<file path="src/rtl/pipelined_adder_pkg.sv">
// Shared configuration helpers for the chunked, carry-registered add/sub pipeline.
package pipelined_adder_pkg;

  localparam int DEF_WIDTH  = 16;
  localparam int DEF_STAGES = 4;

  // Legal geometry: at least 2 bits, and the width splits into equal chunks.
  function automatic bit cfg_ok(input int width, input int stages);
    return (width >= 2) && (stages >= 1) && (stages <= width) && (width % stages == 0);
  endfunction

endpackage

</file>
<file path="src/rtl/add_chunk.sv">
// Combinational W-bit ripple adder; also exposes the carry into its MSB for overflow.
module add_chunk #(
  parameter int W = 4
) (
  input  logic [W-1:0] a_i,
  input  logic [W-1:0] b_i,
  input  logic         cin_i,
  output logic [W-1:0] sum_o,
  output logic         cout_o,
  output logic         cmsb_o
);
  logic [W:0] c;

  assign c[0] = cin_i;

  for (genvar i = 0; i < W; i++) begin : g_bit
    fa u_fa (
      .a_i  (a_i[i]),
      .b_i  (b_i[i]),
      .ci_i (c[i]),
      .s_o  (sum_o[i]),
      .co_o (c[i+1])
    );
  end

  assign cout_o = c[W];
  assign cmsb_o = c[W-1];
endmodule

</file>
<file path="src/rtl/fa.sv">
// One-bit full adder cell.
module fa (
  input  logic a_i,
  input  logic b_i,
  input  logic ci_i,
  output logic s_o,
  output logic co_o
);
  assign s_o  = a_i ^ b_i ^ ci_i;
  assign co_o = (a_i & b_i) | (ci_i & (a_i ^ b_i));
endmodule

</file>
<file path="src/rtl/pipelined_adder.sv">
// Pipelined add/subtract: one CHUNK-bit ripple per stage, carry registered between
// stages, valid/ready handshake with a combinational bubble-collapsing ready chain.
module pipelined_adder
  import pipelined_adder_pkg::*;
#(
  parameter int WIDTH  = DEF_WIDTH,
  parameter int STAGES = DEF_STAGES
) (
  input  logic             clk,
  input  logic             rst_n,
  input  logic             in_valid,
  output logic             in_ready,
  input  logic [WIDTH-1:0] ina,
  input  logic [WIDTH-1:0] inb,
  input  logic             sub,
  output logic             out_valid,
  input  logic             out_ready,
  output logic [WIDTH-1:0] result,
  output logic             cout,
  output logic             ovf
);
  localparam int CHUNK = WIDTH / STAGES;

  if (!cfg_ok(WIDTH, STAGES)) begin : g_bad_cfg
    $error("pipelined_adder: WIDTH must be >= 2 and a multiple of STAGES");
  end

  typedef struct packed {
    logic             vld;
    logic             sub;
    logic [WIDTH-1:0] a;
    logic [WIDTH-1:0] b;
    logic [WIDTH-1:0] sum;
    logic             carry;
    logic             ovf;
  } beat_t;

  beat_t                 in_beat;
  beat_t [STAGES-1:0]    stage_d, stage_q;
  logic  [STAGES:0]      load;

  // B is inverted up front and the carry field doubles as the stage-0 carry-in.
  always_comb begin
    in_beat       = '0;
    in_beat.vld   = in_valid;
    in_beat.sub   = sub;
    in_beat.a     = ina;
    in_beat.b     = inb ^ {WIDTH{sub}};
    in_beat.carry = sub;
  end

  assign load[STAGES] = !stage_q[STAGES-1].vld || out_ready;

  for (genvar k = 0; k < STAGES; k++) begin : g_stage
    beat_t            src_b, d_b;
    logic [CHUNK-1:0] sum_c;
    logic             co_c, cm_c;

    if (k == 0) begin : g_head
      assign src_b = in_beat;
    end else begin : g_body
      assign src_b = stage_q[k-1];
    end

    assign load[k] = !stage_q[k].vld || load[k+1];

    add_chunk #(.W(CHUNK)) u_add (
      .a_i    (src_b.a[k*CHUNK +: CHUNK]),
      .b_i    (src_b.b[k*CHUNK +: CHUNK]),
      .cin_i  (src_b.carry),
      .sum_o  (sum_c),
      .cout_o (co_c),
      .cmsb_o (cm_c)
    );

    always_comb begin
      d_b                         = src_b;
      d_b.sum[k*CHUNK +: CHUNK]   = sum_c;
      d_b.carry                   = co_c;
      d_b.ovf                     = co_c ^ cm_c;
    end

    assign stage_d[k] = d_b;
  end

  always_ff @(posedge clk or negedge rst_n) begin
    if (!rst_n) begin
      stage_q <= '0;
    end else begin
      for (int k = 0; k < STAGES; k++)
        if (load[k]) stage_q[k] <= stage_d[k];
    end
  end

  // Consumed operand chunks and the sub tag are carried but never read downstream.
  logic unused_q;
  assign unused_q = ^stage_q;

  assign in_ready  = load[0];
  assign out_valid = stage_q[STAGES-1].vld;
  assign result    = stage_q[STAGES-1].sum;
  assign cout      = stage_q[STAGES-1].carry;
  assign ovf       = stage_q[STAGES-1].ovf;
endmodule

</file>
<file path="config.mk">
export PLATFORM = sky130hd
export DESIGN_NAME = pipelined_adder
export DESIGN_NICKNAME = d
export VERILOG_FILES = /design/src/rtl/pipelined_adder_pkg.sv /design/src/rtl/add_chunk.sv /design/src/rtl/fa.sv /design/src/rtl/pipelined_adder.sv
export SDC_FILE = /design/constraint.sdc
export NUM_CORES = 1
export LEC_CHECK = 0
export CAP_MARGIN = 20
export CORE_UTILIZATION = 40
export CTS_BUF_LIST = sky130_fd_sc_hd__clkbuf_8
export CTS_CLUSTER_SIZE = 40
export DETAILED_ROUTE_END_ITERATION = 7
export PLACE_DENSITY_LB_ADDON = 0.15
export SYNTH_ARGS = -nofsm -noshare
export SYNTH_HDL_FRONTEND = slang
export SYNTH_SLANG_ARGS = --single-unit
</file>
<file path="constraint.sdc">
create_clock -name clk -period 5.63 [get_ports clk]
set_input_delay 1.126 -clock clk [delete_from_list [all_inputs] [get_ports clk]]
set_output_delay 1.126 -clock clk [all_outputs]
set_load 0.05 [all_outputs]
</file>
Word level (Yosys, flattened, before mapping)
Index checks and enable logic that the tools add are counted.
Widths: inputs -> output; s select.
{"block": "op_classes", "n_bitwise": 82, "reduce_logical": 9}
{"op": "$xor 1x1->1", "count": 33}
{"op": "$and 1x1->1", "count": 32}
{"op": "$or 1x1->1", "count": 16}
{"op": "$xor 16x16->16", "count": 1}
{"op": "$logic_or 1x1->1", "count": 5}
{"op": "$logic_not 1->1", "count": 4}
{"block": "word_totals", "regBits": 145, "in_bits": 37, "output_inout_bits": 20, "word_cells": 110}

Depth between registers and ports, before layout
{"block": "depth", "depth_word": 10, "depth_mapped": 9, "ltp_nobuf": 9}

Modules after synthesis
Synthesis repeated with hierarchy kept, for this count alone.
{"block": "hier_totals", "hier_cells": 311, "hier_area_um2": 4105.2}
{"mod": "pipelined_adder", "n_inst": 1, "cells_each": 295, "area_each_um2": 3784.9, "seq_area_each_um2": 2427.3}
{"mod": "fa", "n_inst": 16, "cells_each": 1, "area_each_um2": 20.0, "seq_area_each_um2": 0.0}

Least setup slack after synthesis
Ideal clock, no wire load.
{"block": "synth_path", "path_kind": "input-to-reg", "from": "input sub", "to": "register stage_q, in the netlist g_stage[1].d_b[5]", "t_arrival_ns": 3.097, "t_required_ns": 5.505, "setup_slack_ns": 2.407, "cell_stages": 8, "path_buffers": 2, "path_cell_list": "buf_2 buf_4 xnor2_1 fa_1 fa_1 inv_1 fa_1 mux2_4"}
{"item": "start, declared", "line_no": "pipelined_adder.sv:15", "source": "input logic sub,"}
{"item": "end signal, assigned by index", "line_no": "pipelined_adder.sv:91", "source": "if (load[k]) stage_q[k] <= stage_d[k];"}
{"item": "end, declared", "line_no": "pipelined_adder.sv:39", "source": "beat_t [STAGES-1:0] stage_d, stage_q;"}

Worst setup path after layout
{"block": "layout_path", "from": "input out_ready", "to": "output in_ready"}
{"block": "layout_between", "elab_chain_cells": 5}
{"item": "start, declared", "line_no": "pipelined_adder.sv:17", "source": "input logic out_ready,"}
{"item": "$logic_or 1x1->1", "line_no": "pipelined_adder.sv:52", "source": "assign load[STAGES] = !stage_q[STAGES-1].vld || out_ready;"}
{"item": "$logic_or 1x1->1 (4 in a row)", "line_no": "pipelined_adder.sv:65", "source": "assign load[k] = !stage_q[k].vld || load[k+1];"}
{"item": "end, declared", "line_no": "pipelined_adder.sv:12", "source": "output logic in_ready,"}
No other way between the ends.

==> out/results.tsv <==
metric	value	unit
crit_type	input port to primary output	
place.gp.congestion	0.6986	
wl_per_cell	13.50	um
p_int	1.466	mW
worst_path_most_repeated_cell	clkdlybuf4s50_1	
setup_viol	0	
syn_to_final_growth	19.13	%
synth.distinct_cells	23	
grt_pass1_wl	11.41	mm
worst-path-buf-inv	3	
antenna_found_initial	0	
wl	6.603	mm
power_density	436.8	mW/mm2
clock.fmax	0.2451	GHz
peakVddDrop	224.9	uV
power.share.clock	19.4	%
combPwrFrac	35.3	%
nFillCells	932	
htree_levels	3	
hold_class	flop to flop	
slew_headroom	38.90	%
die-width	105.4	um
rrSetupSlack	3350	ps
finalCritPeriodShare	72.47	%
seq_power_share	45.3	%
cp_slowest_cell	clkdlybuf4s50_1	
layout.nets	400	
dpl.hpwl	4.322	mm
critical_path_arrival	2950	ps
grt_usage	13.41	%
tns	0	ps
synth-seq-area-share	56.76	%
leakage	2.283	nW
required	4500	ps
pre_cts_slack	1515	ps
syn_avg_cell_area	14.70	um2
yosys_warnings	0	
dieArea	0.01111	mm2
num_antenna_cells	0	
p_sw	759.3	uW
holdBufCountCts	0	
finalClockSkew	7.017	ps
syn-num-nets	343	
end_kind	primary output	
clk_latency	350	ps
die_y	105.4	um
viasPerCell	4.599	
placementRows	37	
drv_cap	0	
status	complete, no violations	
path_cells	clkdlybuf4s50_1 > nand3b_4 > nor2_8 > inv_1 > clkdlybuf4s50_1	
cts_tree	built	
ant_nets	0	
grt_pass1_vias	2309	
cp_max_fo	30	
rsz0062_at_grt	false	
cts_sinks	97	
grt_start_max_net_pins	75	
drc_errors	0	
drive_gt1_share	20.68	%
slowest_delay	690	ps
fin_ws	1550	ps
slew_violations	0	
initial_core_util	41.43	%
port_buffers	56	
coreArea	0.01032	mm2
cts_setup_buffers	0	
grt-ovfl-total	0	
cp-start-kind	input port	
p_sw_share	34.11	%
min_period	4080	ps
hold_viol	0	
ioPinCount	57	
synth_area	0.004277	mm2
synth-seq-cells	97	
path_clk_slew	80	ps
post_cts_resized	0	
critPathTopFamily	buffers and inverters	
cts_buffer_depth	2	
vias	2249	
first_iter_violations	66	
drt_first_pass_iters	2	
tightest_slew	916.5	ps
synthCells	291	
numCtsBuffers	9	
cts_root_buf	clkbuf_8	
-- routing by layer --
layer / up-vias / GRT usage [%] / wire length, um
met5: - / 0 / 0
met4: 0 / 4.527 / 89
met3: 8 / 4.329 / 286
met2: 45 / 19.92 / 2946
met1: 1141 / 18.52 / 3280
li1: 1055 / - / -
-- registers in the layout, indices dropped and copies added, names as in the netlist --
name	flops
result	16
ovf	1
cout	1
g_stage.d_b	75
out_valid	1
g_stage.src_b	3
-- metrics by stage --
step           power [mW]  util (%)  hold WS (ps)  std cells  cell area, um2
2_1_floorplan       1.568         -         434.6        291            4277
3_3_place_gp        1.812     47.52         447.5        473            4906
3_5_place_dp        1.826     47.52         451.5        473            4906
4_1_cts             2.268     49.35         472.4        489            5095
5_1_grt             2.380     49.35         483.9        489            5095
6_report            2.226     49.35         473.9        489            5095
-- cells in the mapped netlist (all sizes together) --
master | count | area [um2]
xor2 | 13 | 113.9
inv | 27 | 101.4
buf | 13 | 125.1
nand3b | 1 | 20.02
fa | 15 | 300.3
nor2 | 11 | 57.56
mux2i | 5 | 50.05
o21ai | 8 | 40.04
mux2 | 71 | 863.3
xnor2 | 4 | 35.03
nand2b | 4 | 25.02
clkbuf | 1 | 3.750
nand2 | 9 | 33.78
nand4b | 1 | 23.77
or2 | 1 | 6.260
dfrtp | 97 | 2427
a21oi | 10 | 50.05
-- kinds of logic (layout without fill, tap and decap cells) --
logic type	after synthesis	after routing	share of synthesized area (%)
flip-flops	97	97	56.76
adder cells (fa/ha/maj)	15	15	7.022
AND/OR/NAND/NOR	27	27	3.891
buffers and inverters	41	103	5.383
multiplexers	76	76	21.36
AO/OA/AOI/OAI	18	18	2.107
XOR/XNOR	17	17	3.482
-- cells in the final DEF (no fill, tap or decap), drive strengths merged --
| master | instances |
|---|---|
| xor2 | 13 |
| nand2b | 4 |
| or2 | 1 |
| nor2 | 11 |
| dfrtp | 97 |
| inv | 30 |
| a21oi | 10 |
| clkinv | 2 |
| o21ai | 8 |
| clkbuf | 10 |
| fa | 15 |
| xnor2 | 4 |
| buf | 5 |
| bufinv | 1 |
| nand3b | 1 |
| mux2i | 5 |
| clkdlybuf4s50 | 55 |
| mux2 | 71 |
| nand4b | 1 |
| nand2 | 9 |
-- final cells by class --
cell class	instances	area, um2	area share [%]
flip-flops and latches	97	2427	47.64
multi-input cells	153	1619	31.78
repair buffers	60	588.1	11.54
well taps	136	170.2	3.340
clock buffers	10	137.6	2.701
inverters	27	101.3	1.989
clock inverters	6	51.30	1.007
-- power groups by stage --
stage	sequential [mW]	combinational, mW	clock, mW
2_1_floorplan	1.22	0.346	0
3_3_place_gp	1.02	0.790	0
3_5_place_dp	1.03	0.800	0
4_1_cts	1.01	0.801	0.454
5_1_grt	1.04	0.858	0.482
6_report	1.01	0.785	0.432
-- final timing paths --
path,from,endpoint,cells after the start
max,out_ready,in_ready,5
min,g_stage[1].d_b[51],g_stage[2].d_b[51],1
min reg2reg,g_stage[1].d_b[51],g_stage[2].d_b[51],1
max reg2reg,g_stage[2].d_b[42],g_stage[3].d_b[13],8
max in group asynchronous,rst_n,g_stage[1].d_b[43],2
min in group asynchronous,rst_n,result[13],1
(Power assumes the default switching activity.)
